## src/rtl/keyboard_rx.sv

```systemverilog
// rtl/keyboard_rx.sv - 8N1 UART receiver with show-ahead byte FIFO for the KEYBOARD instruction
module keyboard_rx #(
    parameter int WAIT  = 868,
    parameter int DEPTH = 4
) (
    input  logic                   clk,
    input  logic                   reset,
    input  logic                   uart_rx,
    input  logic                   rd_en,
    input  logic                   clr_err,
    output logic [7:0]             rd_data,
    output logic                   rd_valid,
    output logic [$clog2(DEPTH):0] level,
    output logic                   overflow,
    output logic                   frame_err,
    output logic                   irq
);
    localparam int AW = $clog2(DEPTH);
    localparam int CW = $clog2(WAIT);
    localparam logic [CW-1:0] CNT_LAST = CW'(WAIT - 1);
    localparam logic [CW-1:0] CNT_HALF = CW'(WAIT / 2 - 1);

    typedef enum logic [2:0] {IDLE, START, DATA, STOP, WAIT_HIGH} state_t;

    state_t        state, state_d;
    logic [CW-1:0] cnt, cnt_d;
    logic [2:0]    bit_idx, bit_idx_d;
    logic [7:0]    shreg, shreg_d;
    logic          rx_meta, rxs;
    logic          push, stop_bad;

    logic [7:0]    mem [DEPTH];
    logic [AW:0]   wptr, rptr;
    logic          empty, full, do_pop, do_push, drop;

    always_ff @(posedge clk) begin
        if (reset) begin
            rx_meta <= 1'b1;
            rxs     <= 1'b1;
            state   <= IDLE;
            cnt     <= '0;
            bit_idx <= '0;
            shreg   <= '0;
        end else begin
            rx_meta <= uart_rx;
            rxs     <= rx_meta;
            state   <= state_d;
            cnt     <= cnt_d;
            bit_idx <= bit_idx_d;
            shreg   <= shreg_d;
        end
    end

    always_comb begin
        state_d   = state;
        cnt_d     = cnt + 1'b1;
        bit_idx_d = bit_idx;
        shreg_d   = shreg;
        push      = 1'b0;
        stop_bad  = 1'b0;
        case (state)
            IDLE: begin
                cnt_d = '0;
                if (!rxs) state_d = START;
            end
            START: begin
                if (cnt == CNT_HALF) begin
                    cnt_d = '0;
                    if (rxs) begin
                        state_d = IDLE;
                    end else begin
                        state_d   = DATA;
                        bit_idx_d = '0;
                    end
                end
            end
            DATA: begin
                if (cnt == CNT_LAST) begin
                    cnt_d            = '0;
                    shreg_d[bit_idx] = rxs;
                    bit_idx_d        = bit_idx + 1'b1;
                    if (bit_idx == 3'd7) state_d = STOP;
                end
            end
            STOP: begin
                if (cnt == CNT_LAST) begin
                    cnt_d = '0;
                    if (rxs) begin
                        push    = 1'b1;
                        state_d = IDLE;
                    end else begin
                        stop_bad = 1'b1;
                        state_d  = WAIT_HIGH;
                    end
                end
            end
            WAIT_HIGH: begin
                // A held-low line (break) must not be taken as a fresh start bit.
                cnt_d = '0;
                if (rxs) state_d = IDLE;
            end
            default: state_d = IDLE;
        endcase
    end

    assign empty   = (wptr == rptr);
    assign full    = (wptr[AW] != rptr[AW]) && (wptr[AW-1:0] == rptr[AW-1:0]);
    assign do_pop  = rd_en & ~empty;
    // A pop on the same edge frees the slot, so a push into a full FIFO still lands.
    assign do_push = push & (~full | do_pop);
    assign drop    = push & full & ~do_pop;

    always_ff @(posedge clk) begin
        if (reset) begin
            wptr      <= '0;
            rptr      <= '0;
            overflow  <= 1'b0;
            frame_err <= 1'b0;
            for (int i = 0; i < DEPTH; i++) mem[i] <= '0;
        end else begin
            if (do_push) begin
                mem[wptr[AW-1:0]] <= shreg;
                wptr              <= wptr + 1'b1;
            end
            if (do_pop) rptr <= rptr + 1'b1;
            if (drop) overflow <= 1'b1;
            else if (clr_err) overflow <= 1'b0;
            if (stop_bad) frame_err <= 1'b1;
            else if (clr_err) frame_err <= 1'b0;
        end
    end

    assign rd_data  = mem[rptr[AW-1:0]];
    assign rd_valid = ~empty;
    assign level    = wptr - rptr;
    assign irq      = rd_valid | overflow | frame_err;
endmodule
```

## config.mk

```make
export PLATFORM = sky130hd
export DESIGN_NAME = keyboard_rx
export DESIGN_NICKNAME = d
export VERILOG_FILES = /design/src/rtl/keyboard_rx.sv
export SDC_FILE = /design/constraint.sdc
export NUM_CORES = 1
export LEC_CHECK = 0
export ABC_AREA = 1
export BUFFER_PORTS_ARGS = -buffer_cell sky130_fd_sc_hd__buf_2
export CORE_ASPECT_RATIO = 1.2
export CORE_MARGIN = 2
export CORE_UTILIZATION = 44
export DETAILED_ROUTE_END_ITERATION = 10
export PLACE_DENSITY = 0.59
export RECOVER_POWER = 50
export SLEW_MARGIN = 20
export SYNTH_ARGS = -nofsm -noshare
export SYNTH_HDL_FRONTEND = slang
export SYNTH_SLANG_ARGS = --single-unit
```

## constraint.sdc

```tcl
create_clock -name clk -period 4.81 [get_ports clk]
set_input_delay 0.481 -clock clk [delete_from_list [all_inputs] [get_ports clk]]
set_output_delay 0.481 -clock clk [all_outputs]
set_load 0.005 [all_outputs]
```

==> metrics.md <==
| Metric | Value |
|---|---|
| Status | finished, final reports clean |
| Largest net degree at the start of global routing | 22 |
| Layer with the highest usage | met2 |
| Filler-free cell count of the finished design | 481 |
| CP max stage delay | 0.38 ns |
| Syn_nets | 379 |
| Max frequency | 362 MHz |
| Routability cong. | 0.886 |
| Initial antenna violation count | 0 |
| Die area | 0.00780 mm^2 |
| Reg clk slew, reported paths | 0.07 ns |
| Met3 usage | 3.10% |
| Startpoint types | flip-flop |
| Tmin final | 2.76 ns |
| Part of the cycle the worst path needs | 57.5% |
| Diode count | 0 |
| GRT met2 Usage | 32.0% |
| Final Util | 51.0% |
| Post-Syn Instances | 365 |
| # clock sinks | 68 |
| Hold EP | rx_meta$_SDFF_PP1_ |
| Die X | 81.0 um |
| Post-DR vias/cell | 4.96 |
| Slowest CP cell | dfxtp_1 |
| Adder-cell share of the synthesized area | 3.84% |
| Cell family with most CP delay | simple AND/OR/NAND/NOR gates |
| # DRC | 0 |
| VDD IR max | 0.000173 V |
| FF-to-FF path depth | 9 |
| FF+latch area | 0.00168 mm^2 |
| Clock root cell | clkbuf_8 |
| Slew headroom | 59.6% |
| DP Cell Count | 465 |
| Largest family of logic cells by synthesized area | simple AND/OR/NAND/NOR gates |
| Setup Viol. Count Final | 0 |
| Worst Path Buf+Inv | 1 |
| Total GRT Usage | 18.5% |
| Total grt overflow | 0 |
| Post_cts resized | 0 |
| Hpwl dp | 4860 um |
| Post-Syn Area | 0.00313 mm^2 |
| Final nets | 403 |
| CP arrival | 2.78 ns |
| Required @ worst endpoint | 4.82 ns |
| Final setup skew | 0.00823 ns |
| Final Routed Wirelength | 6500 um |
| First-pass GRT wire length | 10500 um |
| Max-Cap Viols | 0 |
| RR Startpoint | cnt[0]$_SDFF_PP0_ |
| 1st-iter DRT viols | 88 |
| Post-synthesis sequential area ratio | 53.8% |
| Clk Latency, worst-skew pair | 0.34 ns |
| Simple-gate area share of the yosys netlist | 24.0% |
| Cts hold-fix bufs | 0 |
| Antenna Nets Post-Route | 0 |
| Drt wl/cell | 13.5 um |
| Hold_sp | uart_rx |
| Vias in the first global route | 2267 |
| Critical path fanouts, max | 9 |
| Area grow syn2layout | 11.9% |
| Critical R2R Capture | mem[1][0]$_SDFFCE_PN0P_ |
| Mux share of post-synthesis cell area | 0% |
| Worst setup EP type | flip-flop |
| Synth Area in Compound Gates | 10.2% |
| Syn. warnings | 0 |
| Final-report hold violation count | 0 |
| Final setup TNS | 0 ns |
| Pwr Density | 397 mW/mm^2 |
| Worst hold path type | in2reg |
| Port-buffer cells | 19 |
| Row count | 33 |
| Reg2reg setup slack | 2.05 ns |
| Die height | 96.3 um |
| Area of the multi-input gates | 0.00118 mm^2 |
| Total CTS buffers | 9 |
| CTS max path bufs | 2 |
| Post-Synth XOR/XNOR Area | 1.96% |
| Core area | 0.00685 mm^2 |
| Initial DRT Pass Iterations | 4 |
| Setup bufs post-CTS | 0 |
| Share of layout cells above drive strength 1 | 8.88% |
| Yosys cell types | 24 |
| Post-synthesis area per instance | 8.57 um^2 |
| Most used cell, CP | nand2_1 |
| H-Tree Depth | 3 |
| Worst-Margin Slew | 0.605 ns |
| Critical setup path kind | reg2reg |
| Worst hold stages | 2 |
| Clock tree from TritonCTS | yes |
| CP Cell Sequence | ha_1 -> nand2_1 -> nor2_2 -> nand2_1 -> clkinvlp_2 -> nand3_1 -> nor2_1 -> nand3_1 -> nand2_1 |
| Leak Pwr | 0.00136 uW |
| Final Max Slew Viols | 0 |
| RSZ-0062 raised after global routing | false |
| Yosys reg bits | 68 |
| Filler cell count | 673 |
| Grt met1 use | 20.4% |
| Initial Util | 45.6% |
| Vias post-DR | 2384 |
| IO Count | 20 |
[cells in the mapped netlist (all sizes together)]
master	instances	area share (%)
nand2	62	7.5
or2	2	0.40
fa	1	0.64
dfxtp	36	23
nor2	79	10
o22ai	8	1.6
nand3	20	4.8
clkbuf	5	0.60
edfxtp	32	31
ha	8	3.2
o21ai	32	5.1
nand3b	4	0.96
xnor2	2	0.56
xor2	5	1.4
inv	45	5.5
buf	1	0.12
nand4	1	0.20
a21oi	22	3.5
[registers in the layout, summed over array words and instances (netlist names), 3 cells and up, named ones only]
register	flops
bit_idx	3
cnt	10
mem	32
rptr	3
shreg	8
state	3
wptr	3
[cell usage in the layout, fill, tap and decap left out, drive strengths merged]
cell type / netlist / final
nor2: 79 / 79
nand2: 62 / 62
inv: 45 / 44
dfxtp: 36 / 36
o21ai: 32 / 32
edfxtp: 32 / 32
a21oi: 22 / 22
nand3: 20 / 20
buf: 1 / 16
clkbuf: 5 / 13
o22ai: 8 / 8
ha: 8 / 8
xor2: 5 / 5
nand3b: 4 / 4
bufinv: 0 / 4
or2: 2 / 2
xnor2: 2 / 2
clkinvlp: 0 / 2
nand4: 1 / 1
fa: 1 / 1
clkinv: 0 / 1
[cell type report]
class / instances / area share (%)
Sequential cell: 68 / 48.1
Clock inverter: 6 / 3.90
Multi-Input combinational cell: 246 / 33.8
Inverter: 45 / 4.86
Tap cell: 87 / 3.11
Clock buffer: 10 / 3.65
Timing Repair Buffer: 19 / 2.61
[where the power goes]
part,internal (uW),switching [uW]
combinational,49.7,77.3
clock,398,220
sequential,626,18.9
[stage by stage]
step	total power [uW]	hold slack [ns]	setup WS, ns	instance area, um^2
6_report	1390	0.319	2.05	3500
5_1_grt	1440	0.295	1.76	3500
4_1_cts	1400	0.305	2.41	3570
3_5_place_dp	787	0.412	2.63	3310
3_3_place_gp	784	0.410	2.70	3310
2_1_floorplan	735	0.389	2.85	3130
[worst max-delay path by stage]
stage	startpoint	cells after the start	to	slack, ns
2_1_floorplan	wptr[0]$_SDFFE_PP0P_	7	mem[0][0]$_SDFFCE_PN0P_	2.85
3_5_place_dp	wptr[0]$_SDFFE_PP0P_	7	mem[1][1]$_SDFFCE_PN0P_	2.63
5_1_grt	cnt[0]$_SDFF_PP0_	9	mem[1][0]$_SDFFCE_PN0P_	1.76
4_1_cts	flip-flop	4	rd_data[6]	2.41
3_3_place_gp	wptr[0]$_SDFFE_PP0P_	7	mem[1][1]$_SDFFCE_PN0P_	2.70
6_report	cnt[0]$_SDFF_PP0_	9	mem[1][0]$_SDFFCE_PN0P_	2.05
[metal layers]
metal,wire length (um),up-vias
met1,2890,1084
met2,3190,40
met3,112,21
li1,-,1239
met4,306,0
met5,0,-
[cells by family after synthesis]
logic type,after synthesis
AO/OA/AOI/OAI,62
XOR/XNOR,7
adder cells (fa/ha/maj),9
buffers and inverters,51
flip-flops,68
AND/OR/NAND/NOR,168
No activity file was read; power rests on OpenSTA's default activity.
